`src/rtl/updown_counter.sv`:
```
// updown_counter: free-running WIDTH-bit up/down counter.
//   mode = 0 counts up, mode = 1 counts down. Both directions wrap modulo 2**WIDTH.
//   rst is synchronous and active-high, and it overrides mode.
//   count is driven straight from the register, so there is no combinational path from the inputs.
// Optional feature: define UPDOWN_COUNTER_TC_EN to add a registered terminal-count flag tc.
//   tc is high in the same cycle in which count holds the value just before a wrap for the
//   direction in use: all-ones when counting up, zero when counting down.
//   tc is built from the next count and the mode sampled at that edge, and it is loaded
//   together with cnt, so tc and count always line up.
module updown_counter #(
    parameter int WIDTH = 10
) (
    input  logic             clk,
    input  logic             rst,
    input  logic             mode,
    output logic [WIDTH-1:0] count
`ifdef UPDOWN_COUNTER_TC_EN
    ,
    output logic             tc
`endif
);

    localparam logic [WIDTH-1:0] ONE = {{(WIDTH-1){1'b0}}, 1'b1};

    logic [WIDTH-1:0] r_cnt;
    logic [WIDTH-1:0] w_cnt_next;

    // Next count value. The carry or borrow out of the top bit is dropped, which gives the wrap.
    always_comb begin
        w_cnt_next = r_cnt + ONE;
        if (mode) begin
            w_cnt_next = r_cnt - ONE;
        end
    end

    // Counter register. Reset takes priority over counting in either direction.
    always_ff @(posedge clk) begin
        if (rst) begin
            r_cnt <= '0;
        end else begin
            r_cnt <= w_cnt_next;
        end
    end

    assign count = r_cnt;

`ifdef UPDOWN_COUNTER_TC_EN
    logic             r_tc;
    logic [WIDTH-1:0] w_term;
    logic             w_tc_next;

    // Terminal value for the current direction, compared against the value being loaded.
    always_comb begin
        w_term = '1;
        if (mode) begin
            w_term = '0;
        end
        w_tc_next = (w_cnt_next == w_term);
    end

    // The tc register is loaded alongside cnt and clears with it on reset.
    always_ff @(posedge clk) begin
        if (rst) begin
            r_tc <= 1'b0;
        end else begin
            r_tc <= w_tc_next;
        end
    end

    assign tc = r_tc;
`endif

endmodule

```
`config.mk`:
```
export PLATFORM = sky130hd
export DESIGN_NAME = updown_counter
export DESIGN_NICKNAME = d
export VERILOG_FILES = /design/src/rtl/updown_counter.sv
export SDC_FILE = /design/constraint.sdc
export NUM_CORES = 1
export LEC_CHECK = 0
export ABC_AREA = 1
export CAP_MARGIN = 30
export CORE_AREA = 2 2 45 47
export DETAILED_ROUTE_END_ITERATION = 12
export DIE_AREA = 0 0 47 49
export HOLD_SLACK_MARGIN = 0.08
export PLACE_DENSITY = 0.59
export SLEW_MARGIN = 20
export SYNTH_ARGS = -nofsm -noshare
export SYNTH_HDL_FRONTEND = slang
export SYNTH_SLANG_ARGS = --single-unit
```
`constraint.sdc`:
```
create_clock -name clk -period 4 [get_ports clk]
set_clock_uncertainty 0.05 [all_clocks]
set_input_delay 0.8 -clock clk [delete_from_list [all_inputs] [get_ports clk]]
set_output_delay 0.8 -clock clk [all_outputs]
set_load 0.01 [all_outputs]
```
Word level (Yosys, flattened, before mapping)
Index checks and enable logic that the tools add are counted.
{"block": "word_totals", "ramBits": 0, "register_bits": 10, "in_bits": 3, "memories": 0, "latchBits": 0, "out_inout_bits": 10, "elab_cells": 4, "romBits": 0}
{"block": "classes", "magnitude_cmp": 0, "bitwise_logic": 0, "eq_ne": 0, "multipliers": 0, "addsub": 2, "muxes": 1, "n_shift": 0, "n_reduce_logical": 0, "div": 0}
{"operator": "$add 10x1->10 const B", "n": 1}
{"operator": "$mux 10", "n": 1}
{"operator": "$sub 10x1->10 const B", "n": 1}

Depth between registers and ports, before layout
Gate-level depths: netlist of the first run.
{"block": "depth", "ltp_word": 2, "ltp_mapped": 10, "mapped_depth_nobuf": 10}

Worst setup path before layout of the first run
No wires, ideal clock.
{"block": "synth_path", "path_type": "input to register", "start": "input port mode", "end": "register r_cnt[7] (netlist: count[7])", "n_path_buf": 0, "arrival_ns": 1.720, "required_time_ns": 3.837, "setup_slack_ns": 2.117, "path_stages": 7, "setup_ns": 0.113, "path_cell_list": "ha_1 > or2_1 > and2_4 > nand2_4 > nand3_2 > nand2_1 > nor2_2"}
{"block": "synth_via", "elab_chain_cells": 1}
{"item": "start: declaration", "line_no": "15", "source": "input logic mode,"}
{"item": "$mux 10", "line_no": "31", "source": "if (mode) begin"}
{"item": "end signal: assignment", "line_no": "41", "source": "r_cnt <= w_cnt_next;"}
{"item": "end: declaration", "line_no": "25", "source": "logic [WIDTH-1:0] r_cnt;"}
Every way passes these cells.
A chain may end at the register's enable or synchronous reset.

Worst setup path in the final report of the first run
Same ends and word-level chain as after synthesis.

==> qor.csv, run 1 <==
metric,value,unit
RR Endpoint,count[6]$_SDFF_PP0_,
DP Wirelength,1.129,mm
postcts setup bufs,0,
post-synth net total,112,
initial DRC count,20,
largest net degree at the start of global routing,11,
Synth-to-Final Area Change,26.48,%
Crit path max-delay family,buffers and inverters,
Crit Path Max Fanout,10,
die width,47,um
Met1 Routed Length,750,um
# port buffers,12,
post-route insts no fill,143,
fmax,407.6,MHz
Max transition margin,69.40,%
kind of critical path,input port to flop,
Pwr Density,548.1,mW/mm^2
total wire length,1.488,mm
Clock Tree Root,clkbuf_4,
CP required,4.12,ns
max-cap violations,0,
Top Ports,13,
CTS Buf Count,3,
die footprint,0.002303,mm^2
"flops & latches, synth",10,
DR top layer,met4,
initial antenna violation count,0,
final setup vio count,0,
library cells used by synthesis,22,
FP Rows,16,
clock latency at the later pin of the worst-skew pair,0.28,ns
max FFs per register,10,
Mapped Cells,100,
total congestion overflow,0,
first-pass GRT wire length,2.332,mm
# resized after CTS,0,
most frequent cells in the layout,"nand2_1 (23), inv_1 (13), clkdlybuf4s50_1 (12)",
Hold Crit Class,flop to flop,
number of cells on the worst reg-to-reg path,7,
total power,497.9,uW
hold slack,0.4541,ns
"Reg clk slew, reported paths",0.07,ns
core area,0.001842,mm^2
cts hold-fix bufs,0,
Pint,299.3,uW
Tmin final,2.454,ns
Antenna Nets Post-Route,0,
synth top area cells,"dfxtp_1 (28%), ha_1 (14%), nand2_1 (12%)",
total negative slack,0,ns
vias,647,
Sw Ratio,39.88,%
RD Place Congestion,0.7742,
endpoints failing hold,0,
Synth area leader,dfxtp_1,
post-synth top area share,27.87,%
drt drc,0,
routed wl met2,660,um
CP max stage delay,0.75,ns
hold_sp,count[0]$_SDFF_PP0_,
Hold Crit Depth,1,
Initial Util,38.99,%
NetSw,198.6,uW
Vias/cell,4.524,
max-slew violation count,0,
post-layout util,49.32,%
Layout Nets,129,
maximum clock path buffer count,2,
Fillers,200,
Final period util,61.34,%
"most common cell after layout, fill and taps aside",nand2_1,
n_diodes,0,
Max IR drop VDD,0.2476,mV
sequential power share,28.3,%
Synth Area per Inst,7.182,um^2
R2R Setup Slk,2.51,ns
clk sink count,10,
synthesized area,718.2,um^2
H-tree level count,1,
RSZ-0062 raised after global routing,no,
Leak Pwr,0.0004765,uW
sequential share of the synthesized area,27.87,%
CP max-delay cell,clkdlybuf4s50_1,
WL/cell,10.41,um
WP buf/inv,1,
CTS tree,yes,
routed wl met3,50,um
CP startpoint kind,input port,
CP Capture Type,flop,
worst hold endpoint,count[0]$_SDFF_PP0_,
Yosys warning total,0,
Tot GR Track Use,13.96,%
Inst Count DP,139,
Clock Power Share,19.0,%
status,"complete, no violations",
share of layout cells above drive strength 1,14.66,%
FF-to-FF Start,count[0]$_SDFF_PP0_,
CP arrival,2.57,ns
DR pass1 iterations,4,
worst path cell trace,clkdlybuf4s50_1 > ha_1 > or2_1 > and2_4 > nand2_4 > nand3_2 > nand2_1 > nor2_2,
Tightest Pin Transition,0.4575,ns
number of global-route vias before repair,594,
DIE HEIGHT,49,um
Combinational Power Share,52.7,%
-- worst register-to-register path, cell delays in order (launching register included) --
cell and delay, ns:
dfxtp_1 0.36, fa_1 0.44, nand3_1 0.10, nand2_1 0.10, a21oi_1 0.18, nand2_1 0.07, nand2_1 0.06, nor2_1 0.04
-- cell type report --
cell class / instances / area [um^2] / area share, %
Multi-Input combinational cell: 76 / 465.4 / 51.24
Sequential cell: 10 / 200.2 / 22.04
Timing Repair Buffer: 12 / 120.1 / 13.22
Inverter: 14 / 52.55 / 5.785
Clock buffer: 4 / 36.28 / 3.994
Tap cell: 27 / 33.78 / 3.719
-- through the flow --
step	setup slack [ns]	instance area, um^2
6_report	1.546	908.4
5_1_grt	1.411	908.4
4_1_cts	1.539	908.4
3_5_place_dp	1.265	872.1
3_3_place_gp	1.280	872.1
2_1_floorplan	2.117	718.2
-- synth_stat cells --
cell / n
a21o_1: 1
a21oi_1: 8
a21oi_2: 3
and2_4: 1
dfxtp_1: 10
fa_1: 1
ha_1: 8
inv_1: 13
inv_2: 1
nand2_1: 23
nand2_2: 2
nand2_4: 1
nand3_1: 6
nand3_2: 1
nand4_1: 1
nor2_1: 9
nor2_2: 3
nor2_4: 1
o21ai_0: 4
o21bai_1: 1
or2_1: 1
xnor2_1: 1
-- cells by family (layout without fill, tap and decap cells) --
kind of cell,Yosys count,count (layout),synth area share [%]
simple gates,49,49,32.75
compound gates,17,17,14.11
buf+inv,14,30,7.317
flops,10,10,27.87
fa+ha+maj,9,9,16.73
xor+xnor,1,1,1.220
-- per-layer routing --
metal / up-vias / track usage (%)
met4: 0 / 6.944
met2: 17 / 21.46
li1: 358 / -
met1: 268 / 18.26
met5: - / 0
met3: 4 / 2.222
-- worst max-delay path by stage --
stage / start / end / slack [ns] / depth (start not counted)
after floorplan: mode / count[7]$_SDFF_PP0_ / 2.12 / 7
after global placement: mode / count[3]$_SDFF_PP0_ / 1.28 / 6
after detailed placement: mode / count[7]$_SDFF_PP0_ / 1.26 / 8
after CTS: mode / count[7]$_SDFF_PP0_ / 1.54 / 8
after global routing: mode / count[9]$_SDFF_PP0_ / 1.41 / 9
final: mode / count[7]$_SDFF_PP0_ / 1.55 / 8
-- power groups by stage --
stage | clock [uW] | combinational [uW] | sequential [uW]
2_1_floorplan | 0 | 167 | 153
3_3_place_gp | 0 | 261 | 143
3_5_place_dp | 0 | 260 | 143
4_1_cts | 97.6 | 263 | 141
5_1_grt | 101 | 293 | 144
6_report | 94.8 | 262 | 141
(Power assumes the default switching activity.)
==> run 2: changes to the inputs <==
==> constraint.sdc (replaced) <==
create_clock -name clk -period 2.35 [get_ports clk]
set_clock_uncertainty 0.05 [all_clocks]
set_input_delay 0.47 -clock clk [delete_from_list [all_inputs] [get_ports clk]]
set_output_delay 0.47 -clock clk [all_outputs]
set_load 0.01 [all_outputs]
==> run 2 against run 1 <==
Flip-flop and latch count unchanged. Worst setup slack worse by 1.2 ns. Cell count stayed put. Total power up 61%.
==> qor.csv, run 2 (synthesis results as in run 1) <==
metric,value,unit,change
final setup vio count,0,,unchanged
CP Capture Type,flop,,
RR Endpoint,count[6]$_SDFF_PP0_,,
fmax,510.2,MHz,
CP startpoint kind,input port,,
RSZ-0062 raised after global routing,no,,
vias,673,,+4.0%
DP Area,879.6,um^2,+0.86%
Max transition margin,83.69,%,+14 points
FF-to-FF Start,count[0]$_SDFF_PP0_,,
kind of critical path,input port to flop,,
DR pass1 iterations,2,,-2
share of layout cells above drive strength 1,14.66,%,unchanged
max-slew violation count,0,,unchanged
max-cap violations,0,,unchanged
total wire length,1.443,mm,-3.0%
initial DRC count,7,,-65%
postcts setup bufs,0,,unchanged
number of cells on the worst reg-to-reg path,7,,unchanged
initial antenna violation count,0,,unchanged
Inst Count DP,140,,+0.72%
die footprint,0.002303,mm^2,unchanged
design area,902.1,um^2,-0.69%
R2R Setup Slk,0.83,ns,-1.68 ns
"most common cell after layout, fill and taps aside",nand2_1,,
DIE HEIGHT,49,um,unchanged
Leak Pwr,0.0004741,uW,-0.50%
Top Ports,13,,unchanged
Antenna Nets Post-Route,0,,unchanged
Max IR drop VDD,0.4074,mV,+65%
status,"complete, no violations",,
CTS Buf Count,3,,unchanged
CTS tree,yes,,
setup ws final,0.3900,ns,-1.157 ns
Synth-to-Final Area Change,25.61,%,
Layout Nets,130,,+0.78%
RD Place Congestion,0.7678,,-0.83%
Tightest Pin Transition,0.2444,ns,-0.2131 ns
Clock Tree Root,clkbuf_4,,
total congestion overflow,0,,unchanged
largest net degree at the start of global routing,11,,unchanged
clk sink count,10,,unchanged
# resized after CTS,0,,unchanged
Pwr Density,887.4,mW/mm^2,+62%
Hold Crit Class,flop to flop,,
H-tree level count,1,,unchanged
Fillers,208,,+4.0%
Initial Util,38.99,%,unchanged
FP Rows,16,,unchanged
maximum clock path buffer count,2,,unchanged
endpoints failing hold,0,,unchanged
DP Wirelength,1.132,mm,+0.26%
# port buffers,12,,unchanged
clock latency at the later pin of the worst-skew pair,0.27,ns,about the same
CP required,2.47,ns,-1.65 ns
post-route insts no fill,143,,unchanged
Hold Crit Depth,1,,unchanged
drt drc,0,,unchanged
pre-CTS WS,0.08281,ns,-1.182 ns
die width,47,um,unchanged
worst hold endpoint,count[0]$_SDFF_PP0_,,
Final period util,83.41,%,
hold_sp,count[0]$_SDFF_PP0_,,
Crit Path Max Fanout,10,,unchanged
CP arrival,2.08,ns,-0.49 ns
core area,0.001842,mm^2,unchanged
number of global-route vias before repair,637,,+7.2%
WL/cell,10.09,um,-3.0%
"Reg clk slew, reported paths",0.07,ns,about the same
cts hold-fix bufs,0,,unchanged
most frequent cells in the layout,"nand2_1 (23), inv_1 (13), clkdlybuf4s50_1 (12)",,
total negative slack,0,ns,unchanged
first-pass GRT wire length,2.546,mm,+9.2%
Tmin final,1.960,ns,
Tot GR Track Use,15.62,%,+1.7 points
max FFs per register,10,,unchanged
n_diodes,0,,unchanged
Vias/cell,4.706,,+4.0%
run 2: cell types whose count changed in the layout (fill, tap and decap cells not counted), sizes merged:
cell,before,now
buf,0,1
clkbuf,4,3
run 2: routing by layer:
metal | track usage [%] | vias to the layer above | wire length [um]
met4 | 11.11 | 0 | 52
li1 | - | 361 | -
met5 | 0 | - | 0
met2 | 22.60 | 11 | 629
met3 | 2.222 | 4 | 59
met1 | 20.37 | 297 | 702
run 2: worst max path at each step:
stage | from | end | slack (ns) | depth (start not counted)
2_1_floorplan | mode | count[7]$_SDFF_PP0_ | 0.80 | 7
3_3_place_gp | mode | count[6]$_SDFF_PP0_ | 0.09 | 9
3_5_place_dp | mode | count[6]$_SDFF_PP0_ | 0.08 | 9
4_1_cts | mode | count[6]$_SDFF_PP0_ | 0.37 | 9
5_1_grt | mode | count[6]$_SDFF_PP0_ | 0.29 | 9
6_report | mode | count[6]$_SDFF_PP0_ | 0.39 | 9
run 2: area by class of cell:
cell class | count | area, um^2 | area share (%)
Multi-Input combinational cell | 76 | 465.4 | 51.59
Clock buffer | 3 | 22.52 | 2.497
Tap cell | 27 | 33.78 | 3.745
Inverter | 14 | 52.55 | 5.825
Timing Repair Buffer | 13 | 127.6 | 14.15
Sequential cell | 10 | 200.2 | 22.19
run 2: report_power, final:
group | switching, uW | internal [uW] | leakage, uW
clock network | 62.4 | 59.4 | 0.0000138
registers | 25.7 | 213 | 0.0000835
logic | 237 | 203 | 0.000377
total | 325 | 476 | 0.000474
run 2: metrics by stage:
stage	hold WS [ns]	util [%]	total power, uW
6_report	0.4502	48.98	800.6
5_1_grt	0.5406	48.98	881.1
4_1_cts	0.4588	48.98	811.5
3_5_place_dp	0.4391	47.76	686.6
3_3_place_gp	0.4399	47.76	683.4
2_1_floorplan	0.4445	-	545.3
run 2: worst max-delay path, cell delays in order:
cell and delay [ns]:
clkdlybuf4s50_1 0.39, buf_4 0.18, fa_1 0.46, nand3_1 0.10
nand2_1 0.11, a21oi_1 0.19, nand2_1 0.07, nand2_1 0.06
nor2_1 0.04
==> run 3: changes to the inputs <==
==> constraint.sdc (replaced) <==
create_clock -name clk -period 1.9 [get_ports clk]
set_clock_uncertainty 0.05 [all_clocks]
set_input_delay 0.38 -clock clk [delete_from_list [all_inputs] [get_ports clk]]
set_output_delay 0.38 -clock clk [all_outputs]
set_load 0.01 [all_outputs]
==> run 3 against run 2 <==
Combinational power rose by 53%. Register-to-register slack got worse by 0.38 ns. Clock power rose by 72%. Utilization rose by 8.7 points. Non-clock buffer count rose by 9. Critical path type unchanged. Critical endpoint is now count[7]$_SDFF_PP0_. Largest cell class unchanged.
==> qor.csv, run 3 (synthesis results as in run 1) <==
metric,value,unit,change
status,"complete, no violations",,
Leak Pwr,0.0005258,uW,+11%
final setup vio count,0,,unchanged
worst path cell trace,clkdlybuf4s50_1 > buf_6 > ha_1 > a21oi_2 > nor2_1 > nor2_4 > nand3_2 > nand2_1 > nor2_2,,
CP startpoint kind,input port,,
CP max stage delay,0.42,ns,-0.04 ns
maximum clock path buffer count,2,,unchanged
Hold Crit Class,flop to flop,,
kind of critical path,input port to flop,,
FP Rows,16,,unchanged
WL/cell,11.70,um,+16%
die width,47,um,unchanged
cts hold-fix bufs,0,,unchanged
Fillers,191,,-8.2%
Layout Nets,139,,+6.9%
fmax,551.3,MHz,
"most common cell after layout, fill and taps aside",nand2_1,,
Initial Util,38.99,%,unchanged
Inst Count DP,149,,+6.4%
largest net degree at the start of global routing,9,,-2
CTS Buf Count,3,,unchanged
Tot GR Track Use,17.50,%,+1.9 points
total wire length,1.790,mm,+24%
number of global-route vias before repair,743,,+17%
Tightest Pin Transition,0.2757,ns,+0.03131 ns
postcts setup bufs,0,,unchanged
"Reg clk slew, reported paths",0.08,ns,about the same
CP arrival,1.95,ns,-0.13 ns
# port buffers,12,,unchanged
number of cells on the worst reg-to-reg path,7,,unchanged
setup ws final,0.08604,ns,-0.3039 ns
n_diodes,0,,unchanged
max-cap violations,0,,unchanged
DP Wirelength,1.306,mm,+15%
CP Capture Type,flop,,
clk sink count,10,,unchanged
core area,0.001842,mm^2,unchanged
post-layout util,57.68,%,+8.7 points
RSZ-0062 raised after global routing,yes,,
Max transition margin,81.60,%,-2.1 points
Final period util,95.47,%,
CP required,2.04,ns,-0.43 ns
initial DRC count,10,,+3
most frequent cells in the layout,"nand2_1 (21), inv_1 (13), clkdlybuf4s50_1 (12)",,
RD Place Congestion,0.8547,,+11%
clock latency at the later pin of the worst-skew pair,0.28,ns,about the same
CTS tree,yes,,
DIE HEIGHT,49,um,unchanged
Max IR drop VDD,0.5586,mV,+37%
initial antenna violation count,0,,unchanged
drt drc,0,,unchanged
R2R Setup Slk,0.45,ns,-0.38 ns
share of layout cells above drive strength 1,27.78,%,+13 points
DR pass1 iterations,3,,+1
Antenna Nets Post-Route,0,,unchanged
total congestion overflow,0,,unchanged
RR Endpoint,count[8]$_SDFF_PP0_,,
die footprint,0.002303,mm^2,unchanged
pre-CTS WS,-0.2339,ns,-0.3167 ns
endpoints failing hold,0,,unchanged
# resized after CTS,0,,unchanged
Hold Crit Depth,1,,unchanged
CP max-delay cell,clkdlybuf4s50_1,,
Clock Tree Root,clkbuf_4,,
max FFs per register,10,,unchanged
worst hold endpoint,count[0]$_SDFF_PP0_,,
Vias/cell,4.706,,about the same
FF-to-FF Start,count[0]$_SDFF_PP0_,,
Crit Path Max Fanout,8,,-2
H-tree level count,1,,unchanged
post-route insts no fill,153,,+7.0%
first-pass GRT wire length,2.967,mm,+17%
Synth-to-Final Area Change,47.91,%,
hold_sp,count[0]$_SDFF_PP0_,,
Tmin final,1.814,ns,
vias,720,,+7.0%
max-slew violation count,0,,unchanged
Pwr Density,1122,mW/mm^2,+26%
Top Ports,13,,unchanged
## run 3: power breakdown
part	switching [uW]	internal, uW
Clock	92.8	117
Combinational	332	343
Sequential	44.2	263
## run 3: area by class of cell
type / count / area [um^2] / share of cell area, %
tap: 27 / 33.78 / 3.180
timing repair buffer: 22 / 202.7 / 19.08
multi-input combinational: 76 / 536.8 / 50.53
sequential: 10 / 200.2 / 18.85
clock buffer: 4 / 36.28 / 3.416
inverter: 14 / 52.55 / 4.947
## run 3: through the flow
stage / cell area (um^2) / TNS [ns] / hold slack, ns / power [uW]
final: 1062 / 0 / 0.4533 / 1191
after CTS: 983.4 / 0 / 0.4665 / 1126
after detailed placement: 947.2 / -1.224 / 0.4454 / 911.7
after floorplan: 718.2 / 0 / 0.3967 / 674.4
after global placement: 947.2 / -1.147 / 0.4390 / 901.4
after global routing: 1062 / -0.01543 / 0.4795 / 1289
## run 3: critical path, delay by kind of cell
family | cells | cell delay (ns)
fa+ha+maj | 1 | 0.37
compound gates | 1 | 0.20
buf+inv | 2 | 0.58
simple gates | 5 | 0.41
## run 3: per-layer routing
layer | global-route usage (%) | part of all wire (%) | vias up
met5 | 0 | 0 | -
met1 | 20.63 | 44 | 329
met3 | 2.222 | 3.4 | 3
li1 | - | - | 376
met4 | 6.944 | 1.3 | 0
met2 | 30.37 | 52 | 12
## run 3: how the worst max path moves through the flow
stage	from	endpoint	slack [ns]	cells after the start
after floorplan	mode	count[7]$_SDFF_PP0_	0.44	7
after global placement	mode	count[9]$_SDFF_PP0_	-0.23	11
after detailed placement	mode	count[9]$_SDFF_PP0_	-0.23	11
after CTS	mode	count[9]$_SDFF_PP0_	0.04	11
after global routing	mode	count[9]$_SDFF_PP0_	-0.02	10
final	mode	count[7]$_SDFF_PP0_	0.09	9
